File: src/rtl/key_scanner_if.sv
// key_scanner_if -- key event stream between the matrix scanner and its consumer.
//
// Signals:
//   event_valid  producer -> consumer  head of the event queue is valid
//   event_ready  consumer -> producer  consumer accepts the head this cycle
//   event_code   producer -> consumer  key index (col*ROWS+row) of the head event
//   event_press  producer -> consumer  1 = press, 0 = release
//
// Modports:
//   master  the scanner (drives the event fields)
//   slave   the consumer (drives event_ready)
interface key_scanner_if #(
  parameter int CODE_W = 4
);
  logic              event_valid;
  logic              event_ready;
  logic [CODE_W-1:0] event_code;
  logic              event_press;

  modport master (
    output event_valid,
    output event_code,
    output event_press,
    input  event_ready
  );

  modport slave (
    input  event_valid,
    input  event_code,
    input  event_press,
    output event_ready
  );
endinterface

File: src/rtl/key_scanner.sv
// key_scanner -- debounced COLS x ROWS key-matrix scanner with an event queue.
//
// One column at a time is driven low, left to settle for SETTLE_CYCLES
// cycles, then the synchronized rows are latched and the keys of that column
// are debounced one per cycle. A key changes state only after DEBOUNCE_SCANS
// consecutive scans that disagree with its current state; each change is
// queued as {code, press} in a FIFO_DEPTH-entry FIFO.
//
// Ports:
//   clk             rising-edge clock
//   reset_n         asynchronous active-low reset
//   enable          1 = scanning runs; 0 stops at the end of the current column
//   col_n           column drive, active-low, at most one bit low (registered)
//   row_n           row sense, asynchronous, active-low (0 = pressed)
//   key_state       debounced key state, bit col*ROWS+row, 1 = pressed
//   evt             event stream (master side): valid/ready/code/press
//   overflow        sticky, set when an event is dropped on a full queue
//   clear_overflow  clears overflow next cycle (a same-cycle drop wins)
module key_scanner #(
  parameter int COLS           = 4,
  parameter int ROWS           = 4,
  parameter int SETTLE_CYCLES  = 8,
  parameter int DEBOUNCE_SCANS = 4,
  parameter int FIFO_DEPTH     = 4
) (
  input  logic                 clk,
  input  logic                 reset_n,
  input  logic                 enable,
  output logic [COLS-1:0]      col_n,
  input  logic [ROWS-1:0]      row_n,
  output logic [COLS*ROWS-1:0] key_state,
  key_scanner_if.master        evt,
  output logic                 overflow,
  input  logic                 clear_overflow
);

  // ------------------------------------------------------------------------
  // Derived widths and terminal values
  // ------------------------------------------------------------------------
  localparam int KEYS   = COLS * ROWS;
  localparam int CODE_W = (KEYS > 1)           ? $clog2(KEYS)           : 1;
  localparam int COL_W  = (COLS > 1)           ? $clog2(COLS)           : 1;
  localparam int ROW_W  = (ROWS > 1)           ? $clog2(ROWS)           : 1;
  localparam int SET_W  = (SETTLE_CYCLES > 1)  ? $clog2(SETTLE_CYCLES)  : 1;
  localparam int CNT_W  = (DEBOUNCE_SCANS > 1) ? $clog2(DEBOUNCE_SCANS) : 1;
  localparam int PTR_W  = (FIFO_DEPTH > 1)     ? $clog2(FIFO_DEPTH)     : 1;
  localparam int FCNT_W = $clog2(FIFO_DEPTH + 1);

  localparam logic [COL_W-1:0]  COL_LAST    = COL_W'(COLS - 1);
  localparam logic [ROW_W-1:0]  ROW_LAST    = ROW_W'(ROWS - 1);
  localparam logic [SET_W-1:0]  SETTLE_LAST = SET_W'(SETTLE_CYCLES - 1);
  localparam logic [CNT_W-1:0]  DEB_LAST    = CNT_W'(DEBOUNCE_SCANS - 1);
  localparam logic [PTR_W-1:0]  PTR_LAST    = PTR_W'(FIFO_DEPTH - 1);
  localparam logic [FCNT_W-1:0] FIFO_FULL   = FCNT_W'(FIFO_DEPTH);

  typedef enum logic [1:0] {
    IDLE,
    DRIVE,
    SAMPLE,
    UPDATE
  } state_t;

  typedef struct packed {
    logic [CODE_W-1:0] code;
    logic              press;
  } event_t;

  // ------------------------------------------------------------------------
  // Row synchronizer: row_n is asynchronous to clk. Idle value is all-ones
  // (no key pressed), so reset to that rather than to zero.
  // ------------------------------------------------------------------------
  logic [ROWS-1:0] row_meta;
  logic [ROWS-1:0] row_sync;

  // NOTE: clocked state uses non-blocking assignments so every flop samples
  // the pre-edge value of every other flop, independent of block ordering.
  always_ff @(posedge clk or negedge reset_n) begin
    if (!reset_n) begin
      row_meta <= '1;
      row_sync <= '1;
    end else begin
      row_meta <= row_n;
      row_sync <= row_meta;
    end
  end

  // ------------------------------------------------------------------------
  // Scan FSM
  // ------------------------------------------------------------------------
  state_t           state_q,  state_d;
  logic [COL_W-1:0] col_q,    col_d;
  logic [SET_W-1:0] settle_q, settle_d;
  logic [ROW_W-1:0] row_q,    row_d;
  logic [COLS-1:0]  col_n_q,  col_n_d;

  always_ff @(posedge clk or negedge reset_n) begin
    if (!reset_n) begin
      state_q  <= IDLE;
      col_q    <= '0;
      settle_q <= '0;
      row_q    <= '0;
      col_n_q  <= '1;
    end else begin
      state_q  <= state_d;
      col_q    <= col_d;
      settle_q <= settle_d;
      row_q    <= row_d;
      col_n_q  <= col_n_d;
    end
  end

  // NOTE: every variable written here gets its default first, so no path
  // through the case leaves one unassigned and no latch is inferred.
  always_comb begin
    state_d  = state_q;
    col_d    = col_q;
    settle_d = settle_q;
    row_d    = row_q;
    col_n_d  = '1;

    unique case (state_q)
      IDLE: begin
        if (enable) begin
          state_d  = DRIVE;
          col_d    = '0;
          settle_d = '0;
        end
      end

      DRIVE: begin
        if (settle_q == SETTLE_LAST) begin
          state_d = SAMPLE;
        end else begin
          settle_d = settle_q + 1'b1;
        end
      end

      SAMPLE: begin
        state_d = UPDATE;
        row_d   = '0;
      end

      UPDATE: begin
        if (row_q == ROW_LAST) begin
          // enable is only looked at here, so a started column always finishes.
          if (!enable) begin
            state_d = IDLE;
          end else begin
            state_d  = DRIVE;
            settle_d = '0;
            col_d    = (col_q == COL_LAST) ? '0 : col_q + 1'b1;
          end
        end else begin
          row_d = row_q + 1'b1;
        end
      end

      default: begin
        state_d = IDLE;
      end
    endcase

    // The column stays driven through SAMPLE and UPDATE; col_n is registered
    // from the next state so the pad never glitches.
    if (state_d != IDLE) begin
      col_n_d[col_d] = 1'b0;
    end
  end

  assign col_n = col_n_q;

  // ------------------------------------------------------------------------
  // Row sample latched once per column (rows are active-low, store 1 = pressed)
  // ------------------------------------------------------------------------
  logic [ROWS-1:0] sample_q;

  always_ff @(posedge clk or negedge reset_n) begin
    if (!reset_n) begin
      sample_q <= '0;
    end else if (state_q == SAMPLE) begin
      sample_q <= ~row_sync;
    end
  end

  // ------------------------------------------------------------------------
  // Per-key debounce, one key per UPDATE cycle
  // ------------------------------------------------------------------------
  logic [CNT_W-1:0]  deb_cnt [KEYS];
  logic [KEYS-1:0]   key_state_q;
  logic [CODE_W-1:0] key_idx;
  logic              cur_sample;
  logic              cur_state;
  logic              differ;
  logic              at_limit;
  logic              in_update;
  logic              push;
  event_t            push_data;

  assign key_idx    = CODE_W'(int'(col_q) * ROWS + int'(row_q));
  assign cur_sample = sample_q[row_q];
  assign cur_state  = key_state_q[key_idx];
  assign differ     = (cur_sample != cur_state);
  assign at_limit   = (deb_cnt[key_idx] == DEB_LAST);
  assign in_update  = (state_q == UPDATE);
  assign push       = in_update && differ && at_limit;
  assign push_data  = '{code: key_idx, press: ~cur_state};

  always_ff @(posedge clk or negedge reset_n) begin
    if (!reset_n) begin
      key_state_q <= '0;
      for (int i = 0; i < KEYS; i++) begin
        deb_cnt[i] <= '0;
      end
    end else if (in_update) begin
      if (!differ) begin
        deb_cnt[key_idx] <= '0;
      end else if (at_limit) begin
        // key_state changes even if the FIFO has to drop the event.
        key_state_q[key_idx] <= ~cur_state;
        deb_cnt[key_idx]     <= '0;
      end else begin
        deb_cnt[key_idx] <= deb_cnt[key_idx] + 1'b1;
      end
    end
  end

  assign key_state = key_state_q;

  // ------------------------------------------------------------------------
  // Event FIFO
  // ------------------------------------------------------------------------
  event_t            fifo_mem [FIFO_DEPTH];
  logic [PTR_W-1:0]  wr_ptr;
  logic [PTR_W-1:0]  rd_ptr;
  logic [FCNT_W-1:0] fifo_cnt;
  logic              fifo_full;
  logic              fifo_valid;
  logic              pop;
  logic              accept;
  logic              drop;
  logic              overflow_q;
  event_t            head;

  assign fifo_full  = (fifo_cnt == FIFO_FULL);
  assign fifo_valid = (fifo_cnt != '0);
  assign pop        = fifo_valid && evt.event_ready;
  // A pop on a full queue frees the slot the same cycle. An empty queue never
  // pops, so a pushed event only shows up the following cycle.
  assign accept     = push && (!fifo_full || pop);
  assign drop       = push && fifo_full && !pop;

  // NOTE: the storage array has no reset; emptiness is carried by fifo_cnt,
  // and stale entries are never presented because event_valid gates them.
  always_ff @(posedge clk) begin
    if (accept) begin
      fifo_mem[wr_ptr] <= push_data;
    end
  end

  always_ff @(posedge clk or negedge reset_n) begin
    if (!reset_n) begin
      wr_ptr   <= '0;
      rd_ptr   <= '0;
      fifo_cnt <= '0;
    end else begin
      if (accept) begin
        wr_ptr <= (wr_ptr == PTR_LAST) ? '0 : wr_ptr + 1'b1;
      end
      if (pop) begin
        rd_ptr <= (rd_ptr == PTR_LAST) ? '0 : rd_ptr + 1'b1;
      end
      unique case ({accept, pop})
        2'b10:   fifo_cnt <= fifo_cnt + 1'b1;
        2'b01:   fifo_cnt <= fifo_cnt - 1'b1;
        default: fifo_cnt <= fifo_cnt;
      endcase
    end
  end

  // Sticky drop flag; a drop in the same cycle as a clear keeps it set.
  always_ff @(posedge clk or negedge reset_n) begin
    if (!reset_n) begin
      overflow_q <= 1'b0;
    end else if (drop) begin
      overflow_q <= 1'b1;
    end else if (clear_overflow) begin
      overflow_q <= 1'b0;
    end
  end

  assign head            = fifo_mem[rd_ptr];
  assign evt.event_valid = fifo_valid;
  assign evt.event_code  = head.code;
  assign evt.event_press = head.press;
  assign overflow        = overflow_q;

endmodule

File: src/flat_wrapper.sv
// flat-port wrapper written by rule: the top's interface ports become plain ports
module key_scanner_flat 
#(
  parameter int COLS           = 4,
  parameter int ROWS           = 4,
  parameter int SETTLE_CYCLES  = 8,
  parameter int DEBOUNCE_SCANS = 4,
  parameter int FIFO_DEPTH     = 4
)
  (clk, reset_n, enable, col_n, row_n, key_state, overflow, clear_overflow, evt_event_valid, evt_event_code, evt_event_press, evt_event_ready);
  key_scanner_if #(.CODE_W((4))) evt_i ();
  input  logic clk;
  input  logic reset_n;
  input  logic enable;
  output logic [COLS-1:0] col_n;
  input  logic [ROWS-1:0] row_n;
  output logic [COLS*ROWS-1:0] key_state;
  output logic overflow;
  input  logic clear_overflow;
  output wire logic [$bits(evt_i.event_valid)-1:0] evt_event_valid;
  output wire logic [$bits(evt_i.event_code)-1:0] evt_event_code;
  output wire logic [$bits(evt_i.event_press)-1:0] evt_event_press;
  input wire logic [$bits(evt_i.event_ready)-1:0] evt_event_ready;
  assign evt_event_valid = evt_i.event_valid;
  assign evt_event_code = evt_i.event_code;
  assign evt_event_press = evt_i.event_press;
  assign evt_i.event_ready = evt_event_ready;
  key_scanner #(.COLS(COLS), .ROWS(ROWS), .SETTLE_CYCLES(SETTLE_CYCLES), .DEBOUNCE_SCANS(DEBOUNCE_SCANS), .FIFO_DEPTH(FIFO_DEPTH)) u_core (.clk(clk), .reset_n(reset_n), .enable(enable), .col_n(col_n), .row_n(row_n), .key_state(key_state), .evt(evt_i), .overflow(overflow), .clear_overflow(clear_overflow));
endmodule
File: config.mk
export PLATFORM = sky130hd
export DESIGN_NAME = key_scanner_flat
export DESIGN_NICKNAME = d
export VERILOG_FILES = /design/src/rtl/key_scanner_if.sv /design/src/rtl/key_scanner.sv /design/src/flat_wrapper.sv
export SDC_FILE = /design/constraint.sdc
export NUM_CORES = 1
export LEC_CHECK = 0
export CORE_MARGIN = 8
export CORE_UTILIZATION = 63
export CTS_CLUSTER_DIAMETER = 60
export CTS_CLUSTER_SIZE = 30
export DETAILED_ROUTE_END_ITERATION = 6
export PLACE_DENSITY = 0.9
export SYNTH_ARGS = -nofsm -noshare
export SYNTH_HDL_FRONTEND = slang
export SYNTH_SLANG_ARGS = --single-unit
File: constraint.sdc
create_clock -name clk -period 6.3 [get_ports clk]
set_input_delay 0.945 -clock clk [delete_from_list [all_inputs] [get_ports clk]]
set_output_delay 0.945 -clock clk [all_outputs]
set_load 0.05 [all_outputs]
**After elaboration in Yosys (flattened, before gate mapping)**

Memory sizes are Yosys's and may differ from the RTL's.
Cells that the tools add are included.
W data, S select, Z words.

- Flip-flop bits (word level): 81
- Latch bits: 0
- Bits in writable memories: 20
- ROM bits: 0
- Input bits: 9
- Output and inout port bits: 27
- Memories kept: 1

Memory list:

| memory | depth | bits a word | read ports | clocked after memory_dff | write ports | RTL line | text |
|---|---|---|---|---|---|---|---|
| u_core.fifo_mem | 4 | 5 | 1 | 0 | 1 | key_scanner.sv:232 | `event_t fifo_mem [FIFO_DEPTH];` |

- $add $sub $neg: 9
- $mul: 0
- Div/mod/pow operators: 0
- $lt $le $gt $ge: 7
- Equal/unequal tests: 16
- Shift-type cells: 0
- Multiplexer cells: 41
- Bitwise gates (word level): 6
- Reductions and logical operators: 22

Operators with widths:

| cell | number |
|---|---|
| $mux W32 | 2 |
| $and A32 B32 Y32 | 1 |
| $bwmux W32 | 1 |
| $not A32 Y32 | 1 |
| $mux W2 | 13 |
| $bwmux W16 | 1 |
| $eq A2 B2 Y1 const B | 8 |
| $add A2 B1 Y2 const B | 5 |
| $logic_and A1 B1 Y1 | 9 |
| $mux W1 | 9 |
| $mux W3 | 3 |
| $pmux W3 S3 | 1 |
| $bmux W2 S4 | 1 |
| $demux W2 S4 | 1 |
| $not A4 Y4 | 2 |
| $pmux W2 S2 | 2 |
| $pmux W2 S4 | 1 |
| $reduce_bool A2 Y1 | 4 |
| $add A3 B1 Y3 const B | 2 |
| $eq A3 B3 Y1 const B | 2 |
| $lt A2 B3 Y1 const B | 2 |
| $ne A2 B2 Y1 const B | 3 |
| $pmux W3 S2 | 1 |
| $reduce_and A3 Y1 | 2 |
| other kinds (21) | 24 |

**Longest topological paths before layout**

- Depth after elaboration: 11
- Gate-level depth with buffers: 14
- Mapped depth without buffers: 13

**Worst setup path before layout**

OpenSTA, ideal clock, no wires.

- Kind: register to register
- From: register u_core.col_q[0]
- To: register u_core.fifo_cnt[2]
- Library setup time: 79 ps
- Arrival time: 3099 ps
- Slack: 3122 ps
- Cell stages (with the launch flop): 13
- Buffers on the path: 2
- Period minus slack after synthesis: 3178 ps
- Cells stage by stage: dfrtp_1 -> buf_2 -> mux4_2 -> mux4_2 -> buf_4 -> xnor2_4 -> or2_2 -> nand3_1 -> fa_1 -> nor2_1 -> nand2_1 -> mux2i_1 -> xor2_1

- Word-level cells in the longest chain between the ends: 10

RTL lines:

| item | RTL line | text |
|---|---|---|
| start, declared | key_scanner.sv:91 | `logic [COL_W-1:0] col_q, col_d;` |
| start signal, assigned | key_scanner.sv:105 | `col_q <= col_d;` |
| $add A4 B2 Y4 * | key_scanner.sv:199 | `assign key_idx = CODE_W'(int'(col_q) * ROWS + int'(row_q));` |
| $not A4 Y5 (implied by the code) | key_scanner.sv:203 | `assign at_limit = (deb_cnt[key_idx] == DEB_LAST);` |
| $bmux W2 S4 | key_scanner.sv:203 |  |
| $mux W2 (implied by the code) (2 in series) | key_scanner.sv:203 |  |
| $eq A2 B2 Y1 | key_scanner.sv:203 |  |
| $logic_and A1 B1 Y1 * | key_scanner.sv:205 | `assign push = in_update && differ && at_limit;` |
| $logic_and A1 B1 Y1 * | key_scanner.sv:249 | `assign accept = push && (!fifo_full \|\| pop);` |
| $eq A2 B1 Y1 / $eq A2 B2 Y1 (equally long branches) | key_scanner.sv:272 | `unique case ({accept, pop})` |
| $pmux W3 S2 / $reduce_bool A2 Y1 (equally long branches) | n/a |  |
| end signal, assigned | key_scanner.sv:273 | `2'b10: fifo_cnt <= fifo_cnt + 1'b1;` |
| end signal, assigned | key_scanner.sv:274 | `2'b01: fifo_cnt <= fifo_cnt - 1'b1;` |
| end signal, assigned | key_scanner.sv:275 | `default: fifo_cnt <= fifo_cnt;` |
| end, declared | key_scanner.sv:235 | `logic [FCNT_W-1:0] fifo_cnt;` |

Mark *: on every way between the ends. The rest lies on a longest branch, timed or not. The select of a mux whose other input is x is not followed.
A chain may end at the register's enable or synchronous reset.

**Final worst setup path**

- From: register u_core.col_q[0]
- To: register u_core.key_state_q[0] (netlist: u_core.key_state[0])

- Word-level cells in the longest chain between the ends: 7

RTL lines:

| item | RTL line | text |
|---|---|---|
| $add A4 B2 Y4 * | key_scanner.sv:199 |  |
| $not A4 Y5 (implied by the code) | key_scanner.sv:203 |  |
| $bmux W2 S4 | key_scanner.sv:203 |  |
| $mux W2 (implied by the code) (2 in series) | key_scanner.sv:203 |  |
| $eq A2 B2 Y1 | key_scanner.sv:203 |  |
| $reduce_and A3 Y1 (no line) | n/a |  |
| end signal, assigned by index | key_scanner.sv:219 | `key_state_q[key_idx] <= ~cur_state;` |
| end, declared | key_scanner.sv:189 | `logic [KEYS-1:0] key_state_q;` |

Marks and branches as above.

==> impl_metrics.tcl <==
set metrics [dict create \
    slew_headroom_pct 15.6 \
    routed_wl_um 9630 \
    via_per_inst 6.27 \
    drv_slew 0 \
    antenna_cells 0 \
    hold_viol 0 \
    netlist_area_um2 4680 \
    post-place-ws_ns 2.58 \
    synth_ff_type "dfrtp_1" \
    fin_area_um2 5280 \
    worstReg2RegStart "u_core.col_q[0]$_DFF_PN0_" \
    p_leak_nw 2.09 \
    mostFrequentLayoutCells "dfrtp_1 (69), nand2_1 (53), o21ai_1 (39), clkdlybuf4s50_1 (34)" \
    area_growth_pct 12.7 \
    min_to "u_core.row_sync[3]$_DFF_PN1_" \
    pwr-share-clk_pct 26.3 \
    ctsResizeCount 0 \
    netlist-cell-type-count 48 \
    worstPathRequired_ns 6.57 \
    whs_path_depth 0 \
    stdcell_count 512 \
    r2r_end "u_core.key_state[0]$_DFFE_PN0P_" \
    clkSinkCount 101 \
    yosys_warnings 0 \
    cp_top_family "multiplexers" \
    critPathKind "reg -> reg" \
    switching_share_pct 32.5 \
    dp.final_hpwl_um 6770 \
    synthCells 383 \
    critPathBufInv 0 \
    hp-class "reg -> reg" \
    tightestPinTransition_ns 1.26 \
    final_common_cell "dfrtp_1" \
    gp_congestion 0.864 \
    seq_power_share_pct 47.9 \
    fin_setup_tns_ns 0 \
    port-buffer-count 35 \
    placed_area_um2 5060 \
    placedCellCount 496 \
    worstSetupStartpointType "flip-flop" \
    arrival_ns 4.12 \
    setup_violations 0 \
    yosysSeqAreaShare_pct 56.4 \
    synth_nets 413 \
    synth_area_leaders "dfrtp_1 (37%), edfxtp_1 (13%), mux4_2 (9.6%)" \
    p_per_area_nw_per_um2 316 \
    p_sw_w 0.000543 \
    num_io_pins 36 \
    cts-root-buf "clkbuf_8" \
    path_max_fanout 34 \
    max_stage_delay_ns 0.96 \
    fmax_ghz 0.260 \
    ant_nets 0 \
    async_flop_share_pct 80.2 \
    worst_slack_ns 2.45 \
    hp-start "u_core.row_meta[3]$_DFF_PN1_" \
    rows 31 \
    post_cts_buffers 0 \
    htree_num_levels 3 \
    wl_met3_um 626 \
    die_h_um 102 \
    p_comb_share_pct 25.8 \
    nets 438 \
    highest_layer "met4" \
    die-area_um2 10500 \
    peakVddDrop_mv 0.162 \
    core_um2 7210 \
    intPower_w 0.00113 \
    cts_buffer_depth 2 \
    ff2ff_setup_slack_ns 2.45 \
    outcome "complete, no violations" \
    crit_top_cell "mux4_2" \
    grt_max_degree 82 \
    cts_tree "done" \
    path_cells "mux4_2, mux4_2, xnor2_4, nor2_2, a31oi_1, a41oi_1" \
    postSynthAreaPerCell_um2 12.2 \
    cap_violations 0 \
    wl_met1_um 3860 \
    rsz0062_at_grt "false" \
    period_share_pct 61.1 \
    cpMaxStageDelayCell "nor2_2" \
    grt-ovfl-total 0 \
    antenna_found_initial 0 \
    insertion_delay_ns 0.37 \
    ctsHoldBuffers 0 \
    clk_pin_slew_ns 0.10 \
    grt_pass1_vias 3220 \
    synth_top_area_share_pct 36.9 \
    wl_met2_um 4890 \
    die_w_um 102 \
    finalClockSkew_ns 0.0115 \
    synth-edff-count 20 \
    drt-initial-drc-count 222 \
    grt_pass1_wl_um 15900 \
    wl_per_cell_um 18.8 \
    vias 3210 \
    worstRegToRegCells 6 \
    period_minus_slack_ns 3.85 \
    ys_seq_elements 101 \
    drc_errors 0 \
    drive_gt1_share_pct 14.0 \
    synth_top_cell_by_area "dfrtp_1" \
    initial_core_util_pct 64.9 \
    cp-end-kind "flip-flop" \
    numCtsBuffers 9 \
    first_pass_iters 5 \
    gr-usage-all-layers_pct 19.9 \
]
-- cell families after synthesis --
family | count (synthesis) | synth area share [%]
AO/OA/AOI/OAI | 88 | 11.9
XOR/XNOR | 3 | 0.962
adder cells (fa/ha/maj) | 21 | 5.77
buffers and inverters | 40 | 3.58
flip-flops | 101 | 56.4
multiplexers | 26 | 11.2
AND/OR/NAND/NOR | 104 | 10.2
-- worst max-delay path by stage --
| stage | start | end | slack (ns) | depth (start not counted) |
|---|---|---|---|---|
| final | u_core.col_q[0]$_DFF_PN0_ | u_core.key_state[0]$_DFFE_PN0P_ | 2.45 | 6 |
| after detailed placement | u_core.col_q[0]$_DFF_PN0_ | u_core.key_state[2]$_DFFE_PN0P_ | 2.58 | 6 |
| after CTS | u_core.col_q[0]$_DFF_PN0_ | u_core.key_state[0]$_DFFE_PN0P_ | 2.51 | 6 |
| after global placement | u_core.col_q[0]$_DFF_PN0_ | u_core.fifo_cnt[2]$_DFFE_PN0P_ | 2.80 | 6 |
| after global routing | u_core.col_q[0]$_DFF_PN0_ | u_core.key_state[0]$_DFFE_PN0P_ | 2.26 | 6 |
| after floorplan | u_core.col_q[0]$_DFF_PN0_ | u_core.fifo_cnt[2]$_DFFE_PN0P_ | 3.12 | 12 |
-- through the flow --
step	power, W	util, %	hold slack [ns]
6_report	0.00167	73.2	0.360
3_3_place_gp	0.00122	70.2	0.345
5_1_grt	0.00175	73.2	0.365
2_1_floorplan	0.00112	-	0.345
4_1_cts	0.00168	73.2	0.359
3_5_place_dp	0.00125	70.2	0.347
-- flip-flops by register name (all words and copies together), names as in the netlist, 2 cells and up --
name              flops
u_core.deb_cnt       32
u_core.fifo_mem      20
u_core.key_state     16
u_core.col_n          4
u_core.row_meta       4
u_core.row_sync       4
u_core.sample_q       4
u_core.fifo_cnt       3
u_core.settle_q       3
u_core.col_q          2
u_core.rd_ptr         2
u_core.row_q          2
u_core.state_q        2
u_core.wr_ptr         2
-- final cells by class --
type                    instances  area (µm²)
clock inverters                 6        88.8
clock buffers                  10         128
repair buffers                 36         355
well taps                      99         124
fillers                       452        1930
multi-input cells             242        1870
flip-flops and latches        101        2640
inverters                      18        67.6
-- power groups by stage --
stage / clock network [W] / registers (W) / logic [W]
2_1_floorplan: 0 / 0.000785 / 0.000339
3_3_place_gp: 0 / 0.000812 / 0.000412
3_5_place_dp: 0 / 0.000815 / 0.000433
4_1_cts: 0.000440 / 0.000802 / 0.000435
5_1_grt: 0.000466 / 0.000812 / 0.000475
6_report: 0.000439 / 0.000800 / 0.000430
-- cells in the mapped netlist (2+ instances only) --
cell type / count
a21oi_1: 3
a22o_1: 2
a31oi_1: 17
a41oi_1: 16
and2_1: 5
buf_2: 5
buf_4: 3
clkbuf_1: 14
dfrtp_1: 69
dfstp_2: 12
edfxtp_1: 20
ha_1: 20
inv_1: 16
inv_2: 2
mux2i_1: 4
mux4_2: 20
nand2_1: 53
nand2b_1: 2
nand3_1: 18
nor2_1: 12
nor2b_1: 3
o21ai_0: 2
o21ai_1: 39
o2bb2ai_1: 2
-- per-layer routing --
metal,up-vias,global-route usage [%]
met2,141,33.3
met1,1600,24.3
met5,-,0
met3,27,3.75
li1,1442,-
met4,0,9.71
Power figures use the tool's default switching activity.
